File: config.mk
export PLATFORM = sky130hd
export DESIGN_NAME = multitrack_record_core_flat
export DESIGN_NICKNAME = d
export VERILOG_FILES = /design/src/rtl/multitrack_record_core_if.sv /design/src/rtl/multitrack_record_core.sv /design/src/flat_wrapper.sv
export SDC_FILE = /design/constraint.sdc
export NUM_CORES = 1
export LEC_CHECK = 0
export BUFFER_PORTS_ARGS = -buffer_cell sky130_fd_sc_hd__buf_4
export CORE_UTILIZATION = 52
export CTS_CLUSTER_SIZE = 16
export DETAILED_ROUTE_END_ITERATION = 16
export PLACE_DENSITY = 0.8
export SKIP_LAST_GASP = 1
export SLEW_MARGIN = 0
export SYNTH_ARGS = -nofsm -noshare
export SYNTH_HDL_FRONTEND = slang
export SYNTH_SLANG_ARGS = --single-unit
File: constraint.sdc
create_clock -name i_clk -period 11.1 [get_ports i_clk]
set_clock_uncertainty 0.05 [all_clocks]
set_input_delay 2.775 -clock i_clk [delete_from_list [all_inputs] [get_ports i_clk]]
set_output_delay 2.775 -clock i_clk [all_outputs]
set_load 0.05 [all_outputs]
File: src/rtl/multitrack_record_core_if.sv
// rtl/multitrack_record_core_if.sv - SDRAM request and audio receive bundle for the recorder
interface multitrack_record_core_if #(
    parameter int ADDR_W = 23
);
    logic              record_read;
    logic              record_write;
    logic [ADDR_W-1:0] record_addr;
    logic [31:0]       record_readdata;
    logic [31:0]       record_writedata;
    logic              record_sdram_finished;
    logic              record_audio_ready;
    logic [31:0]       record_audio_data;
    logic              record_audio_valid;

    modport master (
        output record_read, record_write, record_addr, record_writedata, record_audio_ready,
        input  record_readdata, record_sdram_finished, record_audio_data, record_audio_valid
    );

    modport slave (
        input  record_read, record_write, record_addr, record_writedata, record_audio_ready,
        output record_readdata, record_sdram_finished, record_audio_data, record_audio_valid
    );
endinterface

File: src/rtl/multitrack_record_core.sv
// rtl/multitrack_record_core.sv - multitrack SDRAM recorder with saturating overdub mixing
module multitrack_record_core #(
    parameter int ADDR_W  = 23,
    parameter int NUM_TRK = 3
) (
    input  logic                      i_clk,
    input  logic                      i_rst,
    input  logic                      record_start,
    input  logic [NUM_TRK*ADDR_W-1:0] record_select,
    input  logic [NUM_TRK-2:0]        record_mask,
    input  logic                      record_mic_en,
    input  logic [ADDR_W-1:0]         record_length,
    input  logic                      record_pause,
    input  logic                      record_stop,
    output logic                      record_done,
    output logic                      record_busy,
    output logic [ADDR_W-1:0]         record_count,
    multitrack_record_core_if.master  bus
);
    localparam int IDX_W = $clog2(NUM_TRK + 1);
    localparam logic [IDX_W-1:0] SRC_END = IDX_W'(NUM_TRK);

    typedef enum logic [2:0] {S_IDLE, S_AUDIO, S_SRC, S_WRITE, S_PAUSED, S_DONE} state_t;

    state_t                    state, state_next, resume_state;
    logic [NUM_TRK*ADDR_W-1:0] sel_q;
    logic [NUM_TRK-2:0]        mask_q;
    logic                      mic_q;
    logic [ADDR_W-1:0]         len_q;
    logic                      stop_pending;
    logic [IDX_W-1:0]          src_idx;
    logic signed [18:0]        acc_l, acc_r;

    logic                      stop_any;
    logic [ADDR_W-1:0]         cnt_next, src_base;
    logic [IDX_W-1:0]          start_src, first_src, after_src;
    logic do_start, begin_sample, take_audio, issue_read, take_read, issue_write, take_write, go_done;

    // Lowest enabled source slot at or above 'from'; SRC_END when none remain.
    function automatic logic [IDX_W-1:0] next_src(input logic [NUM_TRK-2:0] m, input logic [IDX_W-1:0] from);
        logic [IDX_W-1:0] r;
        r = SRC_END;
        for (int k = NUM_TRK - 1; k >= 1; k--)
            if (IDX_W'(k) >= from && m[k-1]) r = IDX_W'(k);
        return r;
    endfunction

    function automatic logic signed [18:0] ext(input logic [15:0] v);
        return {{3{v[15]}}, v};
    endfunction

    function automatic logic [15:0] sat16(input logic signed [18:0] a);
        if (a > 19'sd32767)       return 16'h7fff;
        else if (a < -19'sd32768) return 16'h8000;
        else                      return a[15:0];
    endfunction

    assign stop_any  = record_stop || stop_pending;
    assign cnt_next  = record_count + 1'b1;
    assign start_src = next_src(record_mask, IDX_W'(1));
    assign first_src = next_src(mask_q, IDX_W'(1));
    assign after_src = next_src(mask_q, src_idx + IDX_W'(1));

    assign record_busy            = (state != S_IDLE);
    assign bus.record_audio_ready = (state == S_AUDIO);

    always_comb begin
        src_base = '0;
        for (int k = 1; k < NUM_TRK; k++)
            if (src_idx == IDX_W'(k)) src_base = sel_q[k*ADDR_W +: ADDR_W];
    end

    always_comb begin
        resume_state = S_SRC;
        if (mic_q)                    resume_state = S_AUDIO;
        else if (first_src == SRC_END) resume_state = S_WRITE;
    end

    always_ff @(posedge i_clk) begin
        if (i_rst) state <= S_IDLE;
        else       state <= state_next;
    end

    always_comb begin
        state_next   = state;
        do_start     = 1'b0;
        begin_sample = 1'b0;
        take_audio   = 1'b0;
        issue_read   = 1'b0;
        take_read    = 1'b0;
        issue_write  = 1'b0;
        take_write   = 1'b0;
        go_done      = 1'b0;
        case (state)
            S_IDLE: if (record_start) begin
                do_start = 1'b1;
                if (record_length == '0)      state_next = S_DONE;
                else if (record_mic_en)       state_next = S_AUDIO;
                else if (start_src == SRC_END) state_next = S_WRITE;
                else                          state_next = S_SRC;
            end
            S_AUDIO: begin
                if (stop_any) state_next = S_DONE;
                else if (bus.record_audio_valid) begin
                    take_audio = 1'b1;
                    state_next = (first_src == SRC_END) ? S_WRITE : S_SRC;
                end
            end
            // A stop abandons the partial sample, but only between reads.
            S_SRC: begin
                if (!bus.record_read) begin
                    if (stop_any) state_next = S_DONE;
                    else          issue_read = 1'b1;
                end else if (bus.record_sdram_finished) begin
                    take_read = 1'b1;
                    if (stop_any)                  state_next = S_DONE;
                    else if (after_src == SRC_END) state_next = S_WRITE;
                end
            end
            S_WRITE: begin
                if (!bus.record_write) issue_write = 1'b1;
                else if (bus.record_sdram_finished) begin
                    take_write = 1'b1;
                    if (cnt_next == len_q || stop_any) state_next = S_DONE;
                    else if (record_pause)             state_next = S_PAUSED;
                    else begin
                        begin_sample = 1'b1;
                        state_next   = resume_state;
                    end
                end
            end
            S_PAUSED: begin
                if (stop_any) state_next = S_DONE;
                else if (!record_pause) begin
                    begin_sample = 1'b1;
                    state_next   = resume_state;
                end
            end
            S_DONE: begin
                go_done    = 1'b1;
                state_next = S_IDLE;
            end
            default: state_next = S_IDLE;
        endcase
    end

    always_ff @(posedge i_clk) begin
        if (i_rst) begin
            sel_q                <= '0;
            mask_q               <= '0;
            mic_q                <= 1'b0;
            len_q                <= '0;
            stop_pending         <= 1'b0;
            src_idx              <= '0;
            acc_l                <= '0;
            acc_r                <= '0;
            record_count         <= '0;
            record_done          <= 1'b0;
            bus.record_read      <= 1'b0;
            bus.record_write     <= 1'b0;
            bus.record_addr      <= '0;
            bus.record_writedata <= '0;
        end else begin
            record_done <= go_done;
            if (do_start || go_done)                stop_pending <= 1'b0;
            else if (record_stop && state != S_IDLE) stop_pending <= 1'b1;
            if (do_start) begin
                sel_q        <= record_select;
                mask_q       <= record_mask;
                mic_q        <= record_mic_en;
                len_q        <= record_length;
                record_count <= '0;
                src_idx      <= start_src;
                acc_l        <= '0;
                acc_r        <= '0;
            end
            if (begin_sample) begin
                acc_l   <= '0;
                acc_r   <= '0;
                src_idx <= first_src;
            end
            if (take_audio) begin
                acc_l <= acc_l + ext(bus.record_audio_data[31:16]);
                acc_r <= acc_r + ext(bus.record_audio_data[15:0]);
            end
            if (issue_read) begin
                bus.record_read <= 1'b1;
                bus.record_addr <= src_base + record_count;
            end
            if (take_read) begin
                bus.record_read <= 1'b0;
                acc_l           <= acc_l + ext(bus.record_readdata[31:16]);
                acc_r           <= acc_r + ext(bus.record_readdata[15:0]);
                src_idx         <= after_src;
            end
            if (issue_write) begin
                bus.record_write     <= 1'b1;
                bus.record_addr      <= sel_q[ADDR_W-1:0] + record_count;
                bus.record_writedata <= {sat16(acc_l), sat16(acc_r)};
            end
            if (take_write) begin
                bus.record_write <= 1'b0;
                record_count     <= cnt_next;
            end
        end
    end
endmodule

File: src/flat_wrapper.sv
// flat-port wrapper written by rule: the top's interface ports become plain ports
module multitrack_record_core_flat 
#(
    parameter int ADDR_W  = 23,
    parameter int NUM_TRK = 3
)
  (i_clk, i_rst, record_start, record_select, record_mask, record_mic_en, record_length, record_pause, record_stop, record_done, record_busy, record_count, bus_record_read, bus_record_write, bus_record_addr, bus_record_writedata, bus_record_audio_ready, bus_record_readdata, bus_record_sdram_finished, bus_record_audio_data, bus_record_audio_valid);
  multitrack_record_core_if #(.ADDR_W(ADDR_W)) bus_i ();
  input  logic i_clk;
  input  logic i_rst;
  input  logic record_start;
  input  logic [NUM_TRK*ADDR_W-1:0] record_select;
  input  logic [NUM_TRK-2:0] record_mask;
  input  logic record_mic_en;
  input  logic [ADDR_W-1:0] record_length;
  input  logic record_pause;
  input  logic record_stop;
  output logic record_done;
  output logic record_busy;
  output logic [ADDR_W-1:0] record_count;
  output wire logic [$bits(bus_i.record_read)-1:0] bus_record_read;
  output wire logic [$bits(bus_i.record_write)-1:0] bus_record_write;
  output wire logic [$bits(bus_i.record_addr)-1:0] bus_record_addr;
  output wire logic [$bits(bus_i.record_writedata)-1:0] bus_record_writedata;
  output wire logic [$bits(bus_i.record_audio_ready)-1:0] bus_record_audio_ready;
  input wire logic [$bits(bus_i.record_readdata)-1:0] bus_record_readdata;
  input wire logic [$bits(bus_i.record_sdram_finished)-1:0] bus_record_sdram_finished;
  input wire logic [$bits(bus_i.record_audio_data)-1:0] bus_record_audio_data;
  input wire logic [$bits(bus_i.record_audio_valid)-1:0] bus_record_audio_valid;
  assign bus_record_read = bus_i.record_read;
  assign bus_record_write = bus_i.record_write;
  assign bus_record_addr = bus_i.record_addr;
  assign bus_record_writedata = bus_i.record_writedata;
  assign bus_record_audio_ready = bus_i.record_audio_ready;
  assign bus_i.record_readdata = bus_record_readdata;
  assign bus_i.record_sdram_finished = bus_record_sdram_finished;
  assign bus_i.record_audio_data = bus_record_audio_data;
  assign bus_i.record_audio_valid = bus_record_audio_valid;
  multitrack_record_core #(.ADDR_W(ADDR_W), .NUM_TRK(NUM_TRK)) u_core (.i_clk(i_clk), .i_rst(i_rst), .record_start(record_start), .record_select(record_select), .record_mask(record_mask), .record_mic_en(record_mic_en), .record_length(record_length), .record_pause(record_pause), .record_stop(record_stop), .record_done(record_done), .record_busy(record_busy), .record_count(record_count), .bus(bus_i));
endmodule
Yosys cells after proc, flatten, opt, wreduce, memory -nomap -nowiden. Cells that the tools add are included.

Bits in registers: 220. Output and inout port bits: 83. Word-level logic and storage cells: 132.

$lt $le $gt $ge: 6. Eq/ne operators: 19. Reductions and logical operators: 17. Multiplexer cells: 67. Add/sub/neg operators: 8.

Operators with widths (number): $mux W23 (6); $mux W19 (6); $add A19 B16 Y19 (4); $mux W16 (4); $mux W3 (17); $add A23 B23 Y23 (2); $gt A19 B16 Y1 const B (2); $lt A19 B16 Y1 const B (2); $mux W1 (26); $add A23 B1 Y23 const B (1); $eq A23 B23 Y1 (1); $logic_not A23 Y1 (1); $pmux W3 S5 (1); $mux W2 (6); $ne A3 B1 Y1 const B (3); $eq A2 B2 Y1 const B (4); $reduce_and A8 Y1 (1); $eq A3 B2 Y1 const B (2); $eq A3 B3 Y1 const B (2); $reduce_bool A3 Y1 (2); $reduce_or A2 Y1 (3); $ne A2 B2 Y1 const B (2); $reduce_bool A2 Y1 (2); $reduce_bool A4 Y1 (1); other kinds (12) (16).

Depth between registers and ports, before layout.
Depth after elaboration: 11. Depth in mapped cells: 19. Gate-level depth less buffers: 17.

Least setup slack after synthesis. Ideal clock, no wire load.

Path kind: in2reg. Start point: input bus_record_audio_data[0]. End point: register u_core.acc_r[18]. Path slack: 5.957 ns. Data arrival time: 4.962 ns. Cell stages on the path: 11. Cell sequence: ha_1 -> fa_1 -> a211oi_1 -> o21ai_0 -> nand3_1 -> a211oi_1 -> a41oi_1 -> a21oi_1 -> or4_1 -> nand3_1 -> o22ai_2.

Cells in the longest elaborated chain, start to end: 3.

RTL lines: start: declaration (line flat_wrapper.sv:28) `input wire logic [$bits(bus_i.record_audio_data)-1:0] bus_record_audio_data;`; $add A19 B16 Y19 (line multitrack_record_core.sv:184) `acc_r <= acc_r + ext(bus.record_audio_data[15:0]);`; $mux W19 (line multitrack_record_core.sv:182) `if (take_audio) begin`; $mux W19 (line multitrack_record_core.sv:190) `if (take_read) begin`; end signal: assignment (line multitrack_record_core.sv:184); end signal: assignment (line multitrack_record_core.sv:193) `acc_r <= acc_r + ext(bus.record_readdata[15:0]);`; end: declaration (line multitrack_record_core.sv:32) `logic signed [18:0] acc_l, acc_r;`.

Every way passes these cells. A chain may end at the register's enable or synchronous reset.

Worst setup path in the final report.
Start point: register u_core.state[1]. End point: register u_core.bus.record_addr[22].

Cells in the longest elaborated chain, start to end: 3. Elaborated cells on any way between the ends: 6. Those cells by class: 2 x eq/ne; 3 x mux; 1 x reduce/logical.

RTL lines: start: declaration (line multitrack_record_core.sv:25) `state_t state, state_next, resume_state;`; start signal: assignment (line multitrack_record_core.sv:81) `else state <= state_next;`; $eq A3 B2 Y1 (line multitrack_record_core.sv:94) `case (state)`; $mux W1 (line multitrack_record_core.sv:94); $mux W23 or $reduce_bool A2 Y1 (tied branches); end signal: assignment (line multitrack_record_core.sv:188) `bus.record_addr <= src_base + record_count;`; end signal: assignment (line multitrack_record_core.sv:198) `bus.record_addr <= sel_q[ADDR_W-1:0] + record_count;`; end: declaration (line multitrack_record_core_if.sv:16) `output record_read, record_write, record_addr, record_writedata, record_audio_ready,`.

Parallel ways exist; a longest one is shown, timed or not.

==> flow_metrics.env <==
export IMPL_insertion_delay_ns=0.53
export IMPL_grt_overflow_total=0
export IMPL_die_height_um=165
export IMPL_drtIter0Drc=1292
export IMPL_status="finished, final reports clean"
export IMPL_rows=59
export IMPL_wl_um=41500
export IMPL_diodes=0
export IMPL_antenna_found_initial=0
export IMPL_slew_violations=0
export IMPL_cts_tree="done"
export IMPL_timing_fmax_ghz=0.189
export IMPL_async_flop_share_pct=0
export IMPL_ys_top_cells_by_area="dfxtp_1 (32%), nand2_1 (10%), a21oi_1 (9.8%)"
export IMPL_setup_viol_count_final=0
export IMPL_powerDensity_nw_per_um2=165
export IMPL_drcViolationCount=0
export IMPL_slew_headroom_pct=24.5
export IMPL_cts_buffer_depth=3
export IMPL_synth_cells=1860
export IMPL_synth_main_ff_cell="dfxtp_1"
export IMPL_path_clk_slew_ns=0.06
export IMPL_period_share_pct=47.7
export IMPL_synth_edf_count=0
export IMPL_synth_top_area_share_pct=31.9
export IMPL_hp_class="flop to flop"
export IMPL_cts_setup_buffers=0
export IMPL_startpoint_type="flop"
export IMPL_cp_max_fo=17
export IMPL_rsz0062_at_grt="no"
export IMPL_grt_pass1_wl_um=64900
export IMPL_cts_num_sinks=220
export IMPL_gp_congestion=0.955
export IMPL_peakVddDrop_mv=0.131
export IMPL_max_slew_worst_pin_slew_ns=1.13
export IMPL_drive_gt1_share_pct=15.4
export IMPL_grt_max_degree=137
export IMPL_syn_nets=2128
export IMPL_syn_cell_area_um2=13800
export IMPL_final_antenna_net_count=0
export IMPL_period_minus_slack_ns=5.30
export IMPL_synth_top_area_cell="dfxtp_1"
export IMPL_synth_distinct_cells=70
export IMPL_cts_buffers=25
export IMPL_synth_ff_latch_count=220
export IMPL_pin_count=249
export IMPL_dp_hpwl_um=30100
export IMPL_portBuffers=248
export IMPL_detail_route_vias_per_cell=5.99
export IMPL_ctsHoldBuffers=0
export IMPL_via_count=14334
export IMPL_track_usage_pct=29.6
export IMPL_maxCapViolations=0
export IMPL_grt_pass1_vias=13153
export IMPL_dieArea_um2=27200
export IMPL_dr_pass1_iters=5
export IMPL_fillers=2347
export IMPL_start_util_pct=52.9
export IMPL_postCtsResizedCells=0
export IMPL_ys_seq_area_share_pct=31.9
export IMPL_p_leak_nw=6.92
export IMPL_utilization_pct=63.8
export IMPL_core_area_um2=26100
export IMPL_cp_arrival_ns=5.69
export IMPL_h_tree_depth=1
export IMPL_post_drt_wl_per_cell_um=17.3
export IMPL_finalNetCount=2306
export IMPL_ys_warn_count=0
export IMPL_endpoint_kind="flop"
export IMPL_netlist_top_cells_count="nand2_1 (379), a21oi_1 (269), dfxtp_1 (220)"
export IMPL_cts_root_buf="clkbuf_16"
export IMPL_syn_to_final_growth_pct=20.5
export IMPL_syn_avg_cell_area_um2=7.41
export IMPL_worstSetupPathType="flop to flop"
export IMPL_synth_most_common_cell="nand2_1"
export IMPL_die_w_um=165
export IMPL_crit_required_ns=11.49
export IMPL_finalHoldViolCount=0
export IMPL_fin_tns_setup_ns=0
[metrics by stage]
| stage | total power [mW] | std cells | setup slack [ns] | cell area [um2] | hold WS [ns] |
|---|---|---|---|---|---|
| after floorplan | 1.62 | 1860 | 5.96 | 13800 | 0.383 |
| after global placement | 1.84 | 2346 | 5.50 | 15700 | 0.390 |
| after detailed placement | 1.86 | 2346 | 5.47 | 15700 | 0.395 |
| after CTS | 2.74 | 2392 | 5.90 | 16600 | 0.403 |
| after global routing | 2.89 | 2392 | 5.39 | 16600 | 0.422 |
| final | 2.74 | 2392 | 5.80 | 16600 | 0.398 |
[cell usage in the layout, fill, tap and decap left out, drive strengths merged, types with 9 or more instances in the layout]
cell	netlist	routed
a211oi	26	26
a21o	27	27
a21oi	269	269
a221oi	10	10
a222oi	19	19
a22oi	10	10
a31oi	12	12
and3	14	14
buf	10	258
clkbuf	97	33
dfxtp	220	220
ha	97	97
inv	21	22
nand2	379	379
nand3	32	32
nand4	16	16
nor2	169	169
nor3	35	35
nor4	14	14
o211ai	9	9
o21a	14	14
o21ai	122	122
or3	15	15
xnor2	76	76
xor2	39	39
[worst max-delay path, stage by stage (launching register included)]
cell      delay [ns]
dfxtp_1         0.58
nand2_1         0.13
or2_2           0.33
nor2_2          0.48
o21ai_0         0.32
ha_1            0.31
fa_1            0.44
a211oi_1        0.37
o211ai_1        0.19
a311o_1         0.30
a21oi_1         0.30
and4b_1         0.27
o41ai_1         0.50
o21ai_0         0.24
xnor2_1         0.17
a211oi_1        0.24
[cell type report]
class | count | area, um2 | area share, %
clock buffer | 33 | 686 | 4.13
clock inverter | 13 | 194 | 1.17
inverter | 21 | 78.8 | 0.474
multi-input combinational | 1512 | 8900 | 53.5
sequential | 220 | 4400 | 26.5
tap | 335 | 419 | 2.52
timing repair buffer | 258 | 1940 | 11.7
[path summary, 6_finish.rpt]
path	startpoint	to	slack (ns)	depth (start not counted)
hold / removal	u_core.bus.record_addr[5]$_SDFFE_PP0P_	u_core.bus.record_addr[5]$_SDFFE_PP0P_	0.40	2
setup reg to reg	u_core.state[1]$_SDFFE_PP0P_	u_core.bus.record_addr[22]$_SDFFE_PP0P_	5.80	15
setup / recovery	u_core.state[1]$_SDFFE_PP0P_	u_core.bus.record_addr[22]$_SDFFE_PP0P_	5.80	15
hold reg to reg	u_core.bus.record_addr[5]$_SDFFE_PP0P_	u_core.bus.record_addr[5]$_SDFFE_PP0P_	0.40	2
[metal layers]
metal	share of wire, %	GRT usage, %	vias to the layer above
met5	0	0	-
met4	3.6	12.5	0
met2	45	46.9	540
li1	-	-	6988
met1	44	40.1	6708
met3	7.2	4.22	98
[report_power, final]
group          internal, mW  switching (mW)  total (mW)
sequential            0.891          0.0829       0.974
clock                 0.533           0.349       0.882
combinational         0.309           0.580       0.889
total                  1.73            1.01        2.74
[flip-flops by register name, summed over array words and instances (netlist names), 2 cells and up]
name / count
u_core.len_q: 23
u_core.acc_r: 19
u_core.bus.record_addr: 23
u_core.bus.record_writedata: 32
u_core.state: 3
u_core.src_idx: 2
u_core.sel_q: 69
u_core.acc_l: 19
u_core.mask_q: 2
u_core.record_count: 23
[cells by family after synthesis]
group | count (synthesis) | share of synthesized area [%]
AOI/OAI and AO/OA | 578 | 25.2
buffers and inverters | 128 | 3.67
DFF | 220 | 31.9
adders and majority gates | 102 | 9.53
and+or+nand+nor | 717 | 22.4
xor gates and xnor gates | 115 | 7.30
Power figures use the tool's default switching activity.
